===== src/rtl/add_seq_ctrl_pkg.sv =====
// Shared definitions for the sliced multi-word adder sequencer.
// Holds the controller state encoding and default geometry.
package add_seq_ctrl_pkg;

    localparam int N_DEF     = 4;
    localparam int WORDS_DEF = 4;

    typedef enum logic [1:0] {
        IDLE = 2'd0,
        RUN  = 2'd1,
        DONE = 2'd2
    } state_t;

endpackage


===== src/rtl/add_seq_ctrl_if.sv =====
// Request/result bundle between a requesting unit and the sequencer.
// The requester drives the master side, the sequencer the slave side.
interface add_seq_ctrl_if
    import add_seq_ctrl_pkg::*;
#(
    parameter int N     = N_DEF,
    parameter int WORDS = WORDS_DEF
);
    localparam int W = N * WORDS;

    logic         start;
    logic [W-1:0] a;
    logic [W-1:0] b;
    logic         ci;
    logic         ready;
    logic         busy;
    logic         done;
    logic [W:0]   sum;

    modport master (
        output start, a, b, ci,
        input  ready, busy, done, sum
    );

    modport slave (
        input  start, a, b, ci,
        output ready, busy, done, sum
    );

endinterface


===== src/rtl/add_seq_ctrl_slice.sv =====
// Combinational N-bit ripple-carry adder slice.
// One full-adder cell per bit, carry chained from bit 0 upward.
module add_slice #(
    parameter int N = 4
) (
    input  logic         cin,
    input  logic [N-1:0] a,
    input  logic [N-1:0] b,
    output logic [N-1:0] s,
    output logic         cout
);

    logic [N:0] c;

    assign c[0] = cin;

    for (genvar i = 0; i < N; i++) begin : g_fa
        assign s[i]   = a[i] ^ b[i] ^ c[i];
        assign c[i+1] = (a[i] & b[i]) | (c[i] & (a[i] ^ b[i]));
    end

    assign cout = c[N];

endmodule


===== src/rtl/add_seq_ctrl.sv =====
// Sequencer adding two WORDS*N-bit operands through one shared N-bit
// slice, one slice per clock, LSB first, carry held in a register.
module add_seq_ctrl
    import add_seq_ctrl_pkg::*;
#(
    parameter int N     = N_DEF,
    parameter int WORDS = WORDS_DEF
) (
    input logic          clk,
    input logic          rst,
    add_seq_ctrl_if.slave bus
);

    localparam int CW = $clog2(WORDS);

    typedef logic [WORDS-1:0][N-1:0] words_t;

    state_t  state_q, state_d;
    words_t  a_q, a_d;
    words_t  b_q, b_d;
    words_t  sum_w_q, sum_w_d;
    logic    sum_c_q, sum_c_d;
    logic    carry_q, carry_d;
    logic [CW-1:0] cnt_q, cnt_d;

    logic          ready;
    logic          busy;
    logic          done;
    logic          accept;
    logic          last;
    logic [N-1:0]  slice_s;
    logic          slice_cout;

    assign accept = bus.start & ready;
    assign last   = (cnt_q == CW'(WORDS - 1));

    add_slice #(.N(N)) u_slice (
        .cin  (carry_q),
        .a    (a_q[cnt_q]),
        .b    (b_q[cnt_q]),
        .s    (slice_s),
        .cout (slice_cout)
    );

    // State register
    always_ff @(posedge clk or posedge rst) begin
        if (rst) state_q <= IDLE;
        else     state_q <= state_d;
    end

    // Next-state: DONE may re-accept directly, skipping IDLE
    always_comb begin
        state_d = state_q;
        unique case (state_q)
            IDLE:    state_d = bus.start ? RUN : IDLE;
            RUN:     state_d = last ? DONE : RUN;
            DONE:    state_d = bus.start ? RUN : IDLE;
            default: state_d = IDLE;
        endcase
    end

    // Status outputs decoded from the registered state
    always_comb begin
        ready = 1'b0;
        busy  = 1'b0;
        done  = 1'b0;
        unique case (state_q)
            IDLE:    ready = 1'b1;
            RUN:     busy  = 1'b1;
            DONE:    begin ready = 1'b1; done = 1'b1; end
            default: ready = 1'b0;
        endcase
    end

    // Datapath: latch on accept, then one slice per RUN cycle
    always_comb begin
        a_d     = a_q;
        b_d     = b_q;
        sum_w_d = sum_w_q;
        sum_c_d = sum_c_q;
        carry_d = carry_q;
        cnt_d   = cnt_q;
        if (accept) begin
            a_d     = bus.a;
            b_d     = bus.b;
            carry_d = bus.ci;
            sum_w_d = '0;
            sum_c_d = 1'b0;
            cnt_d   = '0;
        end else if (state_q == RUN) begin
            sum_w_d[cnt_q] = slice_s;
            carry_d        = slice_cout;
            cnt_d          = last ? '0 : cnt_q + CW'(1);
            if (last) sum_c_d = slice_cout;
        end
    end

    // Datapath registers
    always_ff @(posedge clk or posedge rst) begin
        if (rst) begin
            a_q     <= '0;
            b_q     <= '0;
            sum_w_q <= '0;
            sum_c_q <= 1'b0;
            carry_q <= 1'b0;
            cnt_q   <= '0;
        end else begin
            a_q     <= a_d;
            b_q     <= b_d;
            sum_w_q <= sum_w_d;
            sum_c_q <= sum_c_d;
            carry_q <= carry_d;
            cnt_q   <= cnt_d;
        end
    end

    assign bus.ready = ready;
    assign bus.busy  = busy;
    assign bus.done  = done;
    assign bus.sum   = {sum_c_q, sum_w_q};

endmodule


===== src/flat_wrapper.sv =====
// flat-port wrapper written by rule: the top's interface ports become plain ports
module add_seq_ctrl_flat import add_seq_ctrl_pkg::*;
#(
    parameter int N     = N_DEF,
    parameter int WORDS = WORDS_DEF
)
  (clk, rst, bus_start, bus_a, bus_b, bus_ci, bus_ready, bus_busy, bus_done, bus_sum);
  add_seq_ctrl_if #(.N(N), .WORDS(WORDS)) bus_i ();
  input logic clk;
  input logic rst;
  input wire logic [$bits(bus_i.start)-1:0] bus_start;
  input wire logic [$bits(bus_i.a)-1:0] bus_a;
  input wire logic [$bits(bus_i.b)-1:0] bus_b;
  input wire logic [$bits(bus_i.ci)-1:0] bus_ci;
  output wire logic [$bits(bus_i.ready)-1:0] bus_ready;
  output wire logic [$bits(bus_i.busy)-1:0] bus_busy;
  output wire logic [$bits(bus_i.done)-1:0] bus_done;
  output wire logic [$bits(bus_i.sum)-1:0] bus_sum;
  assign bus_i.start = bus_start;
  assign bus_i.a = bus_a;
  assign bus_i.b = bus_b;
  assign bus_i.ci = bus_ci;
  assign bus_ready = bus_i.ready;
  assign bus_busy = bus_i.busy;
  assign bus_done = bus_i.done;
  assign bus_sum = bus_i.sum;
  add_seq_ctrl #(.N(N), .WORDS(WORDS)) u_core (.clk(clk), .rst(rst), .bus(bus_i));
endmodule

===== config.mk =====
export PLATFORM = sky130hd
export DESIGN_NAME = add_seq_ctrl_flat
export DESIGN_NICKNAME = d
export VERILOG_FILES = /design/src/rtl/add_seq_ctrl_pkg.sv /design/src/rtl/add_seq_ctrl_if.sv /design/src/rtl/add_seq_ctrl_slice.sv /design/src/rtl/add_seq_ctrl.sv /design/src/flat_wrapper.sv
export SDC_FILE = /design/constraint.sdc
export NUM_CORES = 1
export LEC_CHECK = 0
export ABC_AREA = 1
export CAP_MARGIN = 20
export CORE_MARGIN = 8
export CORE_UTILIZATION = 40
export DETAILED_ROUTE_END_ITERATION = 12
export SLEW_MARGIN = 15
export SYNTH_ARGS = -nofsm -noshare
export SYNTH_HDL_FRONTEND = slang
export SYNTH_HIERARCHICAL = 1
export SYNTH_SLANG_ARGS = --single-unit

===== constraint.sdc =====
create_clock -name clk -period 7.74 [get_ports clk]
set_input_delay 1.935 -clock clk [delete_from_list [all_inputs] [get_ports clk]]
set_output_delay 1.935 -clock clk [all_outputs]
set_load 0.1 [all_outputs]

# After elaboration in Yosys (flattened, before gate mapping)
# Cells that the tools add are included.
totals:
  regBits: 54
  out_inout_bits: 20
op_classes:
  add_sub_neg: 1
  order_cmp: 2
  eq_ne: 3
  n_mux: 23
  bitwise: 21
  reduce_logical: 6
ops:
  columns: ["cell", "n"]
  rows:
  - ["two-way mux 16 bit", 2]
  - ["binary-select mux 4 bit (select 2 bit)", 2]
  - ["bitwise mux 16 bit", 1]
  - ["two-way mux 4 bit", 3]
  - ["AND 1 bit", 9]
  - ["two-way mux 1 bit", 9]
  - ["demux 4 bit (select 2 bit)", 1]
  - ["two-way mux 2 bit", 4]
  - ["bitwise XOR 1 bit", 8]
  - ["equality test 2 bit (second input constant)", 2]
  - ["OR 1 bit", 4]
  - ["one-hot mux 2 bit (2 select lines)", 1]
  - ["nonzero test 2 bit", 2]
  - ["< comparator 2 x 3 -> 1 bit (second input constant)", 1]
  - ["adder 2 x 1 -> 2 bit (second input constant)", 1]
  - ["equality test 2 x 1 -> 1 bit (second input constant)", 1]
  - ["greater-or-equal comparator 2 x 1 -> 1 bit (second input constant)", 1]
  - ["zero test 2 bit", 1]
  - ["AND reduction 2 bit", 1]
  - ["OR reduction 2 bit", 1]
  - ["logical AND 1 bit", 1]

# Logic depth before layout (Yosys ltp)
# Gate-level depths: netlist of the first run.
depth:
  depth_word: 14
  ltp_mapped: 17
  depth_no_buf: 16

# By module
# Netlist of the first run, hierarchy kept.
by_module_without_submodules:
  columns: ["mod", "n_inst", "cells_each", "area_per_inst_um2", "seq_area_each_um2"]
  rows:
  - ["add_seq_ctrl", 1, 316, 2740.1, 1351.3]
  - ["add_slice", 1, 14, 117.6, 0.0]

# Worst setup path before layout of the first run
# OpenSTA, ideal clock, no wires.
synth_timing:
  path_kind: "register -> output"
  start: "register u_core.state_q[0]"
  end: "output port bus_done"
  arrival_ns: 1.758
  setup_slack_ns: 4.047
  path_stages_with_launch: 3
  cell_sequence: "dfrtp_1 -> buf_6 -> nor2_1"
synth_via:
  elab_chain_cells: 2
synth_lines:
  columns: ["item", "line", "text"]
  rows:
  - ["start, declared", "add_seq_ctrl.sv:18", "state_t state_q, state_d;"]
  - ["start signal, assigned", "add_seq_ctrl.sv:48", "else state_q <= state_d;"]
  - ["equality test 2 bit", "add_seq_ctrl.sv:67", "unique case (state_q)"]
  - ["two-way mux 1 bit", "add_seq_ctrl.sv:67", null]
  - ["end, declared", "flat_wrapper.sv:17", "output wire logic [$bits(bus_i.done)-1:0] bus_done;"]
# Every way passes these cells.

# Worst setup path after layout of the first run
layout_timing:
  start: "register u_core.state_q[0]"
  end: "output port bus_busy"
layout_via:
  elab_chain_cells: 2
layout_lines:
  columns: ["item", "line", "text"]
  rows:
  - ["equality test 2 x 1 -> 1 bit", "add_seq_ctrl.sv:67", null]
  - ["two-way mux 1 bit", "add_seq_ctrl.sv:67", null]
  - ["end, declared", "flat_wrapper.sv:16", "output wire logic [$bits(bus_i.busy)-1:0] bus_busy;"]
# Every way passes these cells.

==> flow_metrics.py, run 1 <==
metrics = {
    "status": {
        "outcome": "complete, no violations",
    },
    "timing": {
        "relSlewSlack_pct": 33.9,
        "final-setup-viol-count": 0,
        "final.setup.tns_ps": 0,
        "min_setup_slack_post_route_ps": 3430,
        "transition_time_at_the_pin_with_the_least_slew_margin_ps": 988,
        "clock_skew_ps": 5.51,
        "fmax_mhz": 232,
        "finalHoldViolations": 0,
        "report.final.slew_viol_count": 0,
        "unrepaired_setup_endpoints_after_global_routing": "false",
        "final_min_period_over_clock_period_pct": 55.7,
        "fin_worst_hold_slack_ps": 486,
        "final_period_minus_worst_setup_slack_ps": 4310,
    },
    "pwr": {
        "power_density_mw_per_mm2": 482,
        "worst_ir_drop_vdd_v": 0.000255,
        "static-leakage-power_nw": 1.78,
    },
    "worst_setup_path": {
        "worst-setup-path-type": "reg2out",
        "cp_max_fo": 8,
        "worst-endpoint-required_ps": 5810,
        "cp_data_arrival_time_ps": 2380,
        "r2r_setup_slk_ps": 3960,
        "timing.critical_path.to_type": "output pin",
        "startpoint_type": "register",
    },
    "place": {
        "port-buffer-count": 55,
        "dp_slack_ps": 3770,
        "dp_hpwl_um": 4260,
        "routabilityCongestion": 0.756,
    },
    "route": {
        "wl_per_cell_um": 13.1,
        "detail_route.wirelength_um": 6240,
        "drt_first_iter_violations": 135,
        "drc": 0,
        "via_count": 2168,
        "drt_pass1_iterations": 4,
        "route.detailed.vias_per_inst": 4.55,
        "route.antenna.remaining_nets": 0,
    },
    "synthesis": {
        "synthesis.yosys.warnings": 6,
        "synth.ff_latch_count": 54,
        "synth_top_area_cell": "sky130_fd_sc_hd__dfrtp_1",
        "synthDominantCellAreaShare_pct": 47.3,
        "post_synth_inst_count": 330,
        "synth_area_leaders": "sky130_fd_sc_hd__dfrtp_1, sky130_fd_sc_hd__nand2_1, sky130_fd_sc_hd__a21oi_2, sky130_fd_sc_hd__nand3_1, sky130_fd_sc_hd__inv_1",
        "syn_area_mm2": 0.00286,
        "postSynthNetCount": 374,
        "ys_types": 21,
        "seq_area_frac_synth_pct": 47.3,
        "synth_area_per_cell_um2": 8.66,
    },
    "global_routing": {
        "grt_util_overall_pct": 13.1,
        "grt_pass1_wl_um": 10500,
        "pin_count_of_the_biggest_net_entering_global_routing": 84,
        "grt_pass1_vias": 2202,
        "grt_antenna_before_repair": 0,
        "grt_overflow_total": 0,
    },
    "layout": {
        "n_antenna_cell": 0,
        "number_of_filler_instances_in_the_final_layout": 687,
        "relative_area_change_from_synthesis_to_final_layout_pct": 23.8,
        "area.sequential_mm2": 0.00135,
        "drive_gt1_share_pct": 16.4,
        "leading_cell_type_in_the_layout_fill_and_taps_excluded": "sky130_fd_sc_hd__nand2_1",
        "nNetsFinal": 421,
        "layout_common_cells": "sky130_fd_sc_hd__nand2_1, sky130_fd_sc_hd__clkdlybuf4s50_1, sky130_fd_sc_hd__dfrtp_1",
        "multi_input_comb_area_mm2": 0.00115,
    },
    "floorplan": {
        "core-area_mm2": 0.00710,
        "floorplan.initialDensity_pct": 40.3,
        "die_h_um": 101,
        "die_w_um": 101,
        "floorplan.die_area_mm2": 0.0101,
        "rows": 31,
        "num_io_pins": 56,
    },
    "clock_tree": {
        "cts_inserted_buffers": 5,
        "post-cts-setup-buffers": 0,
        "ctsHoldBuffers": 0,
        "cts.sink_count": 54,
        "ctsResizeCount": 0,
        "ctsLongestPathBuffers": 2,
        "worst_setup_hold_path_clk_slew_ps": 100,
        "ctsHtreeMaxLevel": 2,
        "cts_tree": "done",
        "root_buffer": "sky130_fd_sc_hd__clkbuf_8",
        "insertion_delay_ps": 300,
    },
    "flow_run": {
        "cap_viol_max_count": 0,
    },
    "worst_hold_path": {
        "holdCritPathClass": "reg2reg",
    },
}
-- state kept, by name, summed over array words and instances (netlist names) --
name            flops
u_core/b_q         16
u_core/cnt_q        2
u_core/bus.sum     16
u_core/carry_q      1
u_core/sum_c_q      1
u_core/a_q         16
u_core/state_q      2
-- kinds of logic after synthesis --
group	synth area share (%)
buffers and inverters	12.7
AND/OR/NAND/NOR	25.3
adder cells (fa/ha/maj)	4.55
AO/OA/AOI/OAI	10.1
flip-flops	47.3
-- synth_stat cells --
cell type and n:
sky130_fd_sc_hd__a21oi_1 4, sky130_fd_sc_hd__a21oi_2 29, sky130_fd_sc_hd__buf_1 1, sky130_fd_sc_hd__buf_12 1
sky130_fd_sc_hd__buf_2 5, sky130_fd_sc_hd__buf_4 1, sky130_fd_sc_hd__buf_6 6, sky130_fd_sc_hd__buf_8 2
sky130_fd_sc_hd__clkinv_1 1, sky130_fd_sc_hd__dfrtp_1 54, sky130_fd_sc_hd__fa_1 4, sky130_fd_sc_hd__ha_1 4
sky130_fd_sc_hd__inv_1 52, sky130_fd_sc_hd__inv_8 1, sky130_fd_sc_hd__nand2_1 85, sky130_fd_sc_hd__nand2_4 1
sky130_fd_sc_hd__nand3_1 44, sky130_fd_sc_hd__nor2_1 11, sky130_fd_sc_hd__nor2_2 20, sky130_fd_sc_hd__o21ai_0 3
sky130_fd_sc_hd__or2_2 1
-- routing by layer --
layer / vias up / wire (µm) / global-route usage (%)
li1: 1100 / - / -
met1: 1025 / 2870 / 16.3
met2: 39 / 2960 / 21.5
met3: 4 / 341 / 3.52
met4: 0 / 64 / 4.53
met5: - / 0 / 0
-- report_power, final --
group          leakage [nW]  switching (mW)  internal [mW]
combinational          1.07           0.706          0.296
sequential            0.640          0.0735          0.401
clock                0.0714          0.0901          0.138
-- critical path, cell delays in order, from the launching register on --
cell	delay, ps
sky130_fd_sc_hd__dfrtp_1	570
sky130_fd_sc_hd__nand2_1	210
sky130_fd_sc_hd__inv_1	130
sky130_fd_sc_hd__clkdlybuf4s50_1	1160
-- cell type report --
cell class / instances / area share [%]
inverter: 54 / 5.94
timing repair buffer: 56 / 15.8
multi-input combinational: 206 / 32.5
tap: 99 / 3.50
sequential: 54 / 38.2
clock inverter: 2 / 1.70
clock buffer: 6 / 2.33
-- stage by stage --
| stage | std cells | utilization (%) | area [µm²] | power (mW) |
|---|---|---|---|---|
| floorplan | 330 | - | 2860 | 1.26 |
| global placement | 469 | 47.7 | 3390 | 1.48 |
| detailed placement | 469 | 47.7 | 3390 | 1.49 |
| CTS | 477 | 49.7 | 3530 | 1.73 |
| global route | 477 | 49.8 | 3540 | 1.85 |
| finish | 477 | 49.8 | 3540 | 1.70 |
-- final timing paths --
check,start,endpoint,depth (start not counted)
max in group asynchronous,rst,u_core/bus.sum[13],3
hold / removal,u_core/b_q[6],u_core/b_q[6],2
min in group asynchronous,rst,u_core/a_q[13],3
setup / recovery,u_core/state_q[0],bus_busy,3
hold reg to reg,u_core/b_q[6],u_core/b_q[6],2
setup reg to reg,u_core/cnt_q[0],u_core/bus.sum[3],16
(Power assumes the default switching activity.)
==> run 2, diff against run 1 <==
Clock period 7.74 ns to 4.4 ns, I/O delays scaled along.
==> run 2 against run 1 <==
Register-to-register slack worse by 3100 ps. Largest cell class unchanged. Sequential power grew 74%. Critical path depth increased by 13. Via count up 1.7%. Combinational power is 77% higher. Setup slack worse by 2500 ps. Power increased by 68%. Non-clock buffer count up 2. Core utilization is 0.44 points lower. Worst hold slack better by 1.8 ps.
==> flow_metrics.py, run 2 (synthesized netlist as in run 1, its figures left out) <==
metrics = {
    "status": {
        "outcome": "complete, no violations",
    },
    "layout": {
        "drive_gt1_share_pct": 16.7,
        "relative_area_change_from_synthesis_to_final_layout_pct": 22.7,
        "leading_cell_type_in_the_layout_fill_and_taps_excluded": "sky130_fd_sc_hd__nand2_1",
        "layout_common_cells": "sky130_fd_sc_hd__nand2_1, sky130_fd_sc_hd__clkdlybuf4s50_1, sky130_fd_sc_hd__dfrtp_1",
        "n_antenna_cell": 0,
        "nNetsFinal": 423,
        "post-route-cell-area_mm2": 0.00351,
    },
    "clock_tree": {
        "root_buffer": "sky130_fd_sc_hd__clkbuf_8",
        "ctsResizeCount": 0,
        "worst_setup_hold_path_clk_slew_ps": 90,
        "cts.sink_count": 54,
        "ctsLongestPathBuffers": 2,
        "cts_inserted_buffers": 5,
        "ctsHtreeMaxLevel": 2,
        "insertion_delay_ps": 300,
        "ctsHoldBuffers": 0,
        "cts_tree": "done",
        "post-cts-setup-buffers": 0,
    },
    "worst_setup_path": {
        "worst-setup-path-type": "reg2reg",
        "critical_path.cell_chain": "inv_1, nand2_1, nand3_1, nand2_1, fa_1, inv_1, fa_1, inv_1, fa_1, inv_1, fa_1, inv_1, inv_1, a21oi_1, nand2_1, nand2_1",
        "cp_slowest_cell": "sky130_fd_sc_hd__dfrtp_1",
        "crit_top_cell": "sky130_fd_sc_hd__inv_1",
        "cp_max_fo": 24,
        "timing.critical_path.to_type": "register",
        "cp_data_arrival_time_ps": 3730,
        "worst_path_largest_cell_delay_ps": 640,
        "worst-endpoint-required_ps": 4640,
        "startpoint_type": "register",
    },
    "timing": {
        "final.setup.tns_ps": 0,
        "clock_skew_ps": 4.28,
        "final_period_minus_worst_setup_slack_ps": 3490,
        "finalHoldViolations": 0,
        "relSlewSlack_pct": 34.2,
        "report.final.slew_viol_count": 0,
        "fmax_mhz": 286,
        "final_min_period_over_clock_period_pct": 79.3,
        "final-setup-viol-count": 0,
        "transition_time_at_the_pin_with_the_least_slew_margin_ps": 983,
        "unrepaired_setup_endpoints_after_global_routing": "false",
    },
    "global_routing": {
        "pin_count_of_the_biggest_net_entering_global_routing": 46,
        "grt_util_overall_pct": 13.5,
        "grt_pass1_wl_um": 10800,
        "grt_pass1_vias": 2234,
        "grt_antenna_before_repair": 0,
        "grt_overflow_total": 0,
    },
    "worst_hold_path": {
        "holdCritPathClass": "reg2reg",
    },
    "floorplan": {
        "rows": 31,
        "die_h_um": 101,
        "num_io_pins": 56,
        "die_w_um": 101,
        "floorplan.initialDensity_pct": 40.3,
        "core-area_mm2": 0.00710,
        "floorplan.die_area_mm2": 0.0101,
    },
    "pwr": {
        "static-leakage-power_nw": 1.77,
        "power_density_mw_per_mm2": 816,
        "worst_ir_drop_vdd_v": 0.000531,
    },
    "route": {
        "wl_per_cell_um": 13.4,
        "route.detailed.vias_per_inst": 4.62,
        "drt_pass1_iterations": 4,
        "route.antenna.remaining_nets": 0,
        "drt_first_iter_violations": 77,
        "drc": 0,
        "via_count": 2205,
        "detail_route.wirelength_um": 6380,
    },
    "place": {
        "routabilityCongestion": 0.813,
        "dp_hpwl_um": 4650,
        "dpl_cell_area_mm2": 0.00340,
        "port-buffer-count": 55,
    },
    "flow_run": {
        "cap_viol_max_count": 0,
    },
}
## run 2: changes by cell type in the layout (fill, tap and decap cells not counted), sizes merged
cell | before | now
buf | 1 | 4
bufinv | 2 | 0
clkdlybuf4s50 | 55 | 54
## run 2: final cells by class
class | count | area, µm²
tap | 99 | 124
inverter | 54 | 210
clock buffer | 6 | 82.6
timing repair buffer | 58 | 596
sequential | 54 | 1350
fill | 712 | 3590
multi-input combinational | 206 | 1140
## run 2: layer usage
metal / global-route usage, % / wire [µm] / vias up
li1: - / - / 1104
met1: 17.8 / 3130 / 1062
met2: 21.1 / 2950 / 37
met3: 3.38 / 243 / 2
met4: 4.19 / 47 / 0
met5: 0 / 0 / -
## run 2: worst max-delay path: cells and delay by family (launching register included)
family | cells | cell delay, ps
compound gates | 1 | 290
fa+ha+maj | 4 | 1310
buf+inv | 6 | 750
flops | 1 | 640
simple gates | 5 | 430
## run 2: final timing paths
kind                       slack (ps)             from  cells past startpoint            endpoint
max                               910  u_core/cnt_q[0]                     16  u_core/bus.sum[15]
min                               490    u_core/b_q[5]                      2       u_core/b_q[5]
max reg2reg                       910  u_core/cnt_q[0]                     16  u_core/bus.sum[15]
min reg2reg                       490    u_core/b_q[5]                      2       u_core/b_q[5]
max in group asynchronous        2820              rst                      3  u_core/bus.sum[12]
min in group asynchronous        1090              rst                      2      u_core/a_q[12]
## run 2: metrics by stage
step	worst slack [ps]	power [mW]	instances	hold slack, ps	util (%)
after floorplan	1530	2.22	330	434	-
after global placement	1040	2.59	470	467	47.9
after detailed placement	930	2.61	470	468	47.9
after CTS	911	2.88	476	493	49.1
after global routing	513	3.13	477	511	49.4
final	909	2.86	477	488	49.4
## run 2: where the power goes
group | leakage [nW] | internal, mW | switching [mW] | total [mW]
Sequential | 0.640 | 0.705 | 0.121 | 0.826
Clock | 0.0431 | 0.122 | 0.146 | 0.268
Combinational | 1.09 | 0.520 | 1.25 | 1.77
Total | 1.77 | 1.35 | 1.51 | 2.86
==> run 3, diff against run 2 <==
Settings changed: PLACE_DENSITY set to 0.67.
Clock period 4.4 ns to 3.1 ns, I/O delays scaled along.
==> run 3 against run 2 <==
Flip-flop and latch count is the same. Clock skew increased by 6.4 ps. Fmax grew 22%. Clock-buffer cell count is 1 lower. Power increased by 47%. Sequential power is 38% higher. Via count is 0.50% higher. Register-to-register slack lost 680 ps. Worst hold slack worse by 4.0 ps.
==> flow_metrics.py, run 3 (synthesized netlist as in run 1, its figures left out) <==
metrics = {
    "timing": {
        "fmax_mhz": 348,
        "final_period_minus_worst_setup_slack_ps": 2870,
        "unrepaired_setup_endpoints_after_global_routing": "false",
        "final_min_period_over_clock_period_pct": 92.6,
        "final.setup.tns_ps": 0,
        "final-setup-viol-count": 0,
        "relSlewSlack_pct": 64.5,
        "transition_time_at_the_pin_with_the_least_slew_margin_ps": 532,
        "clock_skew_ps": 10.6,
        "report.final.slew_viol_count": 0,
        "finalHoldViolations": 0,
    },
    "clock_tree": {
        "root_buffer": "sky130_fd_sc_hd__clkbuf_8",
        "insertion_delay_ps": 310,
        "ctsLongestPathBuffers": 2,
        "worst_setup_hold_path_clk_slew_ps": 100,
        "ctsHtreeMaxLevel": 2,
        "cts.sink_count": 54,
        "cts_tree": "done",
        "ctsHoldBuffers": 0,
        "cts_inserted_buffers": 5,
    },
    "layout": {
        "drive_gt1_share_pct": 23.8,
        "layout_common_cells": "sky130_fd_sc_hd__nand2_1, sky130_fd_sc_hd__dfrtp_1, sky130_fd_sc_hd__inv_1",
        "relative_area_change_from_synthesis_to_final_layout_pct": 24.1,
        "leading_cell_type_in_the_layout_fill_and_taps_excluded": "sky130_fd_sc_hd__nand2_1",
        "n_antenna_cell": 0,
        "nNetsFinal": 430,
    },
    "floorplan": {
        "floorplan.initialDensity_pct": 40.3,
        "rows": 31,
        "die_w_um": 101,
        "die_h_um": 101,
        "floorplan.die_area_mm2": 0.0101,
        "num_io_pins": 56,
        "core-area_mm2": 0.00710,
    },
    "worst_setup_path": {
        "startpoint_type": "register",
        "timing.critical_path.to_type": "register",
        "cp_max_fo": 6,
        "worst-setup-path-type": "reg2reg",
        "r2r_setup_slk_ps": 230,
        "cp_data_arrival_time_ps": 3120,
        "worst-endpoint-required_ps": 3350,
    },
    "place": {
        "routabilityCongestion": 0.867,
        "port-buffer-count": 55,
        "dp_hpwl_um": 4830,
    },
    "pwr": {
        "worst_ir_drop_vdd_v": 0.000668,
        "static-leakage-power_nw": 1.84,
        "power_density_mw_per_mm2": 1190,
        "total_power_mw": 4.22,
    },
    "global_routing": {
        "grt_overflow_total": 0,
        "pin_count_of_the_biggest_net_entering_global_routing": 50,
        "grt_util_overall_pct": 13.8,
        "grt_pass1_wl_um": 11200,
        "grt_antenna_before_repair": 0,
        "grt_pass1_vias": 2470,
    },
    "route": {
        "drc": 0,
        "wl_per_cell_um": 13.1,
        "drt_first_iter_violations": 78,
        "route.detailed.vias_per_inst": 4.56,
        "via_count": 2216,
        "drt_pass1_iterations": 6,
        "route.antenna.remaining_nets": 0,
        "detail_route.wirelength_um": 6360,
    },
    "flow_run": {
        "cap_viol_max_count": 0,
    },
    "status": {
        "outcome": "complete, no violations",
    },
    "worst_hold_path": {
        "holdCritPathClass": "reg2reg",
    },
}
run 3: changes by cell type in the layout (fill, tap and decap cells not counted), sizes merged:
cell,before,now
buf,4,30
clkdlybuf4s50,54,35
clkinvlp,0,2
bufinv,0,1
clkbuf,6,5
run 3: critical path, cell delays in order (launching register included):
cell and delay [ps]:
sky130_fd_sc_hd__dfrtp_1 430, sky130_fd_sc_hd__clkinv_1 210, sky130_fd_sc_hd__nand3_1 140, sky130_fd_sc_hd__nand2_1 80, sky130_fd_sc_hd__fa_1 410, sky130_fd_sc_hd__inv_1 80, sky130_fd_sc_hd__fa_1 160, sky130_fd_sc_hd__inv_1 50
sky130_fd_sc_hd__fa_1 350, sky130_fd_sc_hd__inv_1 70, sky130_fd_sc_hd__fa_1 400, sky130_fd_sc_hd__inv_1 60, sky130_fd_sc_hd__inv_1 40, sky130_fd_sc_hd__a21oi_2 190, sky130_fd_sc_hd__nand2_1 80, sky130_fd_sc_hd__nand2_1 60
run 3: cell type report:
class                   count  area (µm²)
well taps                  99         124
clock inverters             3        45.0
multi-input cells         206        1150
clock buffers               5        68.8
fillers                   715        3550
flip-flops and latches     54        1350
repair buffers             65         601
inverters                  54         210
run 3: metal layers:
layer  GRT usage (%)  vias up  share of wire [%]
met4            5.70        0                1.8
met1            16.6     1041                 45
li1                -     1120                  -
met3            3.11       12                5.6
met5               0        -                  0
met2            23.2       43                 48
run 3: report_power, final:
group          internal (mW)  switching [mW]
clock                  0.240           0.232
combinational          0.784            1.83
sequential              1.00           0.135
run 3: final timing paths:
path / from / endpoint / cells after the start
max in group asynchronous: rst / u_core/b_q[15] / 3
worst min-delay path: u_core/b_q[0] / u_core/b_q[0] / 2
min in group asynchronous: rst / u_core/bus.sum[2] / 2
worst max-delay path: u_core/cnt_q[1] / u_core/bus.sum[15] / 15
worst max register to register: u_core/cnt_q[1] / u_core/bus.sum[15] / 15
worst min register to register: u_core/b_q[0] / u_core/b_q[0] / 2
run 3: what timing repair did:
item,CTS,global route
endpoints found under the setup margin,0,4
gates resized for setup,0,1
setup buffers,0,0
run 3: through the flow:
step | instances | cell area, µm² | utilization [%] | hold slack [ps] | setup slack, ps
2_1_floorplan | 330 | 2860 | - | 434 | 231
3_3_place_gp | 478 | 3430 | 48.3 | 448 | 210
3_5_place_dp | 478 | 3430 | 48.3 | 462 | 123
4_1_cts | 486 | 3540 | 49.9 | 486 | 99.0
5_1_grt | 486 | 3550 | 50.0 | 533 | 5.16
6_report | 486 | 3550 | 50.0 | 484 | 230
